<file path="config.mk">
export PLATFORM = sky130hd
export DESIGN_NAME = medida_serial_frame
export DESIGN_NICKNAME = d
export VERILOG_FILES = /design/src/rtl/medida_serial_frame.sv
export SDC_FILE = /design/constraint.sdc
export NUM_CORES = 1
export LEC_CHECK = 0
export ABC_AREA = 0
export CORE_UTILIZATION = 29
export CTS_CLUSTER_SIZE = 30
export DETAILED_ROUTE_END_ITERATION = 10
export HOLD_SLACK_MARGIN = 0.15
export PLACE_DENSITY = 0.47
export SYNTH_ARGS = -nofsm -noshare
export SYNTH_HDL_FRONTEND = slang
export SYNTH_SLANG_ARGS = --single-unit
</file>
<file path="constraint.sdc">
create_clock -name clock -period 4.1 [get_ports clock]
set_clock_uncertainty 0.2 [all_clocks]
set_input_delay 0.82 -clock clock [delete_from_list [all_inputs] [get_ports clock]]
set_output_delay 0.82 -clock clock [all_outputs]
set_load 0.05 [all_outputs]
</file>
<file path="src/rtl/medida_serial_frame.sv">
// ASCII frame sender: snapshots multi-channel BCD readings and streams them as
// characters to a 7E1 serial transmitter, with auto-periodic frames, timeout and overrun.
`timescale 1ns/1ps
module medida_serial_frame #(
  parameter int unsigned DIGITS     = 3,
  parameter int unsigned CHANNELS   = 2,
  parameter logic [6:0]  SEPARATOR  = 7'h2C,
  parameter logic [6:0]  TERMINATOR = 7'h23,
  parameter int unsigned PERIOD     = 50_000_000,
  parameter int unsigned TIMEOUT    = 1_000_000
) (
  input  logic                         clock,
  input  logic                         reset,
  input  logic                         enable,
  input  logic                         auto_mode,
  input  logic                         start,
  input  logic [4*DIGITS*CHANNELS-1:0] medidas,
  input  logic                         tx_pronto,
  output logic                         tx_partida,
  output logic [6:0]                   tx_dados,
  output logic                         busy,
  output logic                         frame_done,
  output logic                         erro,
  output logic                         overrun,
  output logic                         tick,
  output logic [3:0]                   db_estado
);

  localparam logic [3:0] S_IDLE  = 4'd0;
  localparam logic [3:0] S_LATCH = 4'd1;
  localparam logic [3:0] S_SEND  = 4'd2;
  localparam logic [3:0] S_WAIT  = 4'd3;
  localparam logic [3:0] S_NEXT  = 4'd4;
  localparam logic [3:0] S_DONE  = 4'd5;
  localparam logic [3:0] S_ABORT = 4'd6;

  localparam int unsigned PW = (PERIOD > 1) ? $clog2(PERIOD) : 1;
  localparam int unsigned TW = (TIMEOUT > 1) ? $clog2(TIMEOUT) : 1;
  localparam int unsigned CW = (CHANNELS > 1) ? $clog2(CHANNELS) : 1;
  localparam int unsigned DW = $clog2(DIGITS + 1);

  localparam logic [PW-1:0] P_LAST  = PW'(PERIOD - 1);
  localparam logic [TW-1:0] W_LAST  = TW'(TIMEOUT - 1);
  localparam logic [CW-1:0] CH_LAST = CW'(CHANNELS - 1);
  localparam logic [DW-1:0] POS_SEP = DW'(DIGITS);

  logic [3:0]                   r_state;
  logic [PW-1:0]                r_per_cnt;
  logic [TW-1:0]                r_wait;
  logic [CW-1:0]                r_ch;
  logic [DW-1:0]                r_pos;
  logic [4*DIGITS*CHANNELS-1:0] r_med;
  logic                         r_overrun;

  logic       w_tick;
  logic       w_req;
  logic       w_busy;
  logic       w_last;
  logic [3:0] w_digit;
  logic [6:0] w_char;

  assign w_tick = (r_per_cnt == P_LAST);
  assign w_req  = (start | (auto_mode & w_tick)) & enable;
  assign w_busy = (r_state >= S_LATCH) && (r_state <= S_DONE);
  assign w_last = (r_pos == POS_SEP) && (r_ch == CH_LAST);

  always_ff @(posedge clock) begin
    if (reset || !enable || w_tick) r_per_cnt <= '0;
    else                            r_per_cnt <= r_per_cnt + 1'b1;
  end

  // Current digit of the snapshot, selected by (channel, position); MS digit first.
  always_comb begin
    w_digit = '0;
    for (int unsigned c = 0; c < CHANNELS; c++)
      for (int unsigned d = 0; d < DIGITS; d++)
        if (32'(r_ch) == c && 32'(r_pos) == d)
          w_digit = r_med[4*DIGITS*c + 4*(DIGITS-1-d) +: 4];
  end

  always_comb begin
    w_char = 7'h3F;
    if (r_pos == POS_SEP)       w_char = (r_ch == CH_LAST) ? TERMINATOR : SEPARATOR;
    else if (w_digit <= 4'd9)   w_char = 7'h30 + {3'b000, w_digit};
  end

  always_ff @(posedge clock) begin
    if (reset) begin
      r_state   <= S_IDLE;
      r_wait    <= '0;
      r_ch      <= '0;
      r_pos     <= '0;
      r_med     <= '0;
      r_overrun <= 1'b0;
    end else begin
      if (auto_mode && w_tick && w_busy)                r_overrun <= 1'b1;
      else if (r_state == S_IDLE && start && enable)    r_overrun <= 1'b0;

      case (r_state)
        S_IDLE:  if (w_req) r_state <= S_LATCH;
        S_LATCH: begin
          r_med   <= medidas;
          r_ch    <= '0;
          r_pos   <= '0;
          r_state <= S_SEND;
        end
        S_SEND: begin
          r_wait  <= '0;
          r_state <= S_WAIT;
        end
        S_WAIT: begin
          if (tx_pronto)             r_state <= S_NEXT;
          else if (r_wait == W_LAST) r_state <= S_ABORT;
          else                       r_wait  <= r_wait + 1'b1;
        end
        S_NEXT: begin
          if (w_last) r_state <= S_DONE;
          else begin
            if (r_pos == POS_SEP) begin
              r_pos <= '0;
              r_ch  <= r_ch + 1'b1;
            end else begin
              r_pos <= r_pos + 1'b1;
            end
            r_state <= S_SEND;
          end
        end
        S_DONE, S_ABORT: r_state <= S_IDLE;
        default:         r_state <= S_IDLE;
      endcase
    end
  end

  // Character index only moves in NEXT, so tx_dados holds from partida until pronto.
  assign tx_dados   = (r_state == S_SEND || r_state == S_WAIT || r_state == S_NEXT) ? w_char : '0;
  assign tx_partida = (r_state == S_SEND);
  assign busy       = w_busy;
  assign frame_done = (r_state == S_DONE);
  assign erro       = (r_state == S_ABORT);
  assign overrun    = r_overrun;
  assign tick       = w_tick;
  assign db_estado  = r_state;

endmodule

</file>
==> results.yml <==
floorplan:
  design.core.area_um2: 12700
  die_x_um: 116
  die_y_um: 116
  start_util_pct: 29.8
  dieArea_um2: 13500
  core.rowCount: 41
  io_pins: 47
synth:
  ys_top_cells_by_area: "dfxtp_1, nand2_1, a21oi_1"
  ys_types: 49
  async_flop_share_pct: 0
  synth-edff-count: 0
  syn-cell-area_um2: 3780
  ys_ff_latch: 77
  ys_seq_area_share_pct: 40.8
  synth-main-ff-cell: "dfxtp_1"
  postSynthAreaPerCell_um2: 7.87
  synth_warnings: 0
  synth_top_cell_area_share_pct: 40.8
  synth_cells: 480
  yosysTopAreaCell: "dfxtp_1"
power:
  powerDensity_nw_per_um2: 421
  finalPower_mw: 1.98
  peakVddDrop_mv: 0.161
  p_leak_nw: 1.51
clock_network:
  clock_latency_ns: 0.34
  hold_buffers: 0
  cts_buffers: 9
  clk_path_buf_depth: 2
  clkTransAtPathRegs_ns: 0.06
  clock-root-buffer: "clkbuf_16"
  h-tree-depth: 3
  cts_tree: "done"
  cts_setup_buffers: 0
  clock_sink_count: 77
  cts_resized: 0
job:
  cap_violations: 0
place:
  place_area_um2: 4350
  hpwl_um: 6270
  place_ws_ns: 0.476
  portBuffers: 44
  place_congestion: 0.777
cells_and_area:
  diodes: 0
  areaGrowthSynthToFinish_pct: 24.4
  final_cell_area_um2: 4700
  drive_above_1_share_pct: 6.18
  nets: 549
routing:
  ant_nets: 0
  vias: 3348
  drt-total-wl_um: 8840
  drt_iter0_markers: 125
  viasPerCell: 4.85
  firstDrtPassIters: 4
  drc: 0
  routedWlPerCell_um: 12.8
setup_path:
  arrival_ns: 2.88
  critPathKind: "reg2out"
  critPathMaxStageDelay_ns: 0.81
  cpMostUsedCell: "a21oi_1"
  required_ns: 3.08
  r2r_slack_ns: 1.47
  crit_chain: "inv_1 > ha_1 > nor4bb_1 > nand2_1 > nand4_1 > a21oi_1 > a21oi_1 > clkdlybuf4s50_1"
  crit_fanout: 14
  cp-end-kind: "output pin"
  start_kind: "register"
  critPathSlowestCell: "clkdlybuf4s50_1"
timing:
  fin_ws_ns: 0.203
  hold_viol_final: 0
  finalSetupViolations: 0
  tightest_slew_ns: 0.987
  fmax_mhz: 257
  rsz0062_at_grt: "no"
  maxSlewViolCount: 0
  finalCritPeriodShare_pct: 95.1
  finalSetupTns_ns: 0
  fin_crit_ns: 3.90
  maxSlewHeadroom_pct: 34.0
  holdWs_ns: 0.257
status:
  outcome: "finished clean"
global_routing:
  antenna_found_initial: 0
  grtUsageTotal_pct: 14.3
  grt_max_degree: 35
  grt-ovfl-total: 0
  grt_pass1_wl_um: 14900
  grt_pass1_vias: 3138
hold_path:
  worstHoldPathType: "reg2reg"
[cells in the mapped netlist, types with 4 or more instances]
cell type / instances
a21oi_1: 50
and3_1: 4
and4_1: 5
buf_2: 4
buf_4: 5
clkbuf_1: 18
dfxtp_1: 77
ha_1: 6
inv_1: 15
nand2_1: 83
nand3_1: 23
nand4_1: 12
nor2_1: 46
nor3_1: 11
nor4_1: 13
o211ai_1: 6
o21ai_0: 16
or3_1: 13
xnor2_1: 18
xor2_1: 9
[final timing paths]
path | startpoint | endpoint | cells after the start
setup / recovery | r_pos[0]$_SDFFE_PP0P_ | tx_dados[1] | 8
setup reg to reg | r_per_cnt[9]$_SDFF_PP0_ | r_per_cnt[16]$_SDFF_PP0_ | 5
hold reg to reg | r_med[1]$_SDFFE_PP0P_ | r_med[1]$_SDFFE_PP0P_ | 2
hold / removal | r_med[1]$_SDFFE_PP0P_ | r_med[1]$_SDFFE_PP0P_ | 2
[sequential cells by signal (all words and copies together) (netlist names)]
name and flops:
r_wait 20, r_ch 1, db_estado 3, r_med 24, overrun 1, r_per_cnt 26
r_pos 2
[worst max-delay path, delay by kind of cell, from the launching register on]
kind	cells	cell delay [ns]
buffers and inverters	2	0.89
and+or+nand+nor	3	0.65
DFF	1	0.40
adders and majority gates	1	0.35
AOI/OAI and AO/OA	2	0.23
[metrics by stage]
stage | utilization (%) | cells
3_5_place_dp | 34.3 | 674
6_report | 37.1 | 690
5_1_grt | 37.1 | 690
3_3_place_gp | 34.3 | 674
2_1_floorplan | - | 481
4_1_cts | 37.0 | 690
[per-layer routing]
metal | vias up | GRT usage (%) | part of all wire, %
met2 | 62 | 21.9 | 43
met5 | - | 0 | 0
li1 | 1743 | - | -
met1 | 1533 | 19.1 | 52
met4 | 0 | 6.84 | 1.3
met3 | 10 | 3.17 | 3.2
[report_power, final]
group,switching [mW],leakage (nW),total (mW),internal [mW]
logic,0.162,0.717,0.254,0.0916
clock network,0.321,0.170,0.918,0.597
registers,0.0276,0.623,0.804,0.776
[cell type report]
type	instances	area, um^2
Inverter	15	56.3
Sequential cell	77	1540
Fill cell	1327	7970
Clock buffer	9	225
Tap cell	172	215
Multi-Input combinational cell	362	2070
Timing Repair Buffer	48	473
Clock inverter	7	121
[logic make-up (layout without fill, tap and decap cells)]
kind of cell	Yosys count	after routing	share of synthesized area [%]
mux	3	3	1.13
xor+xnor	27	27	6.26
flops	77	77	40.8
simple gates	236	236	31.7
fa+ha+maj	6	6	1.99
other cells	1	2	0.0993
compound gates	88	88	13.2
buf+inv	42	79	4.80
[layout by cell type (no fill, tap or decap), types with 5 or more instances in the layout]
master           synthesis  layout
or3_1                   13      13
o211ai_1                 6       6
nand4_1                 12      12
dfxtp_1                 77      77
nor2_1                  46      46
nor4_1                  13      13
and4_1                   5       5
ha_1                     6       5
a21oi_1                 50      50
xnor2_1                 18      18
clkdlybuf4s50_1          0      43
nand2_1                 83      83
inv_1                   15      15
nor3_1                  11      10
o21ai_0                 16      16
xor2_1                   9       9
nand3_1                 23      23
clkbuf_16                0       9
(Power assumes the default switching activity.)
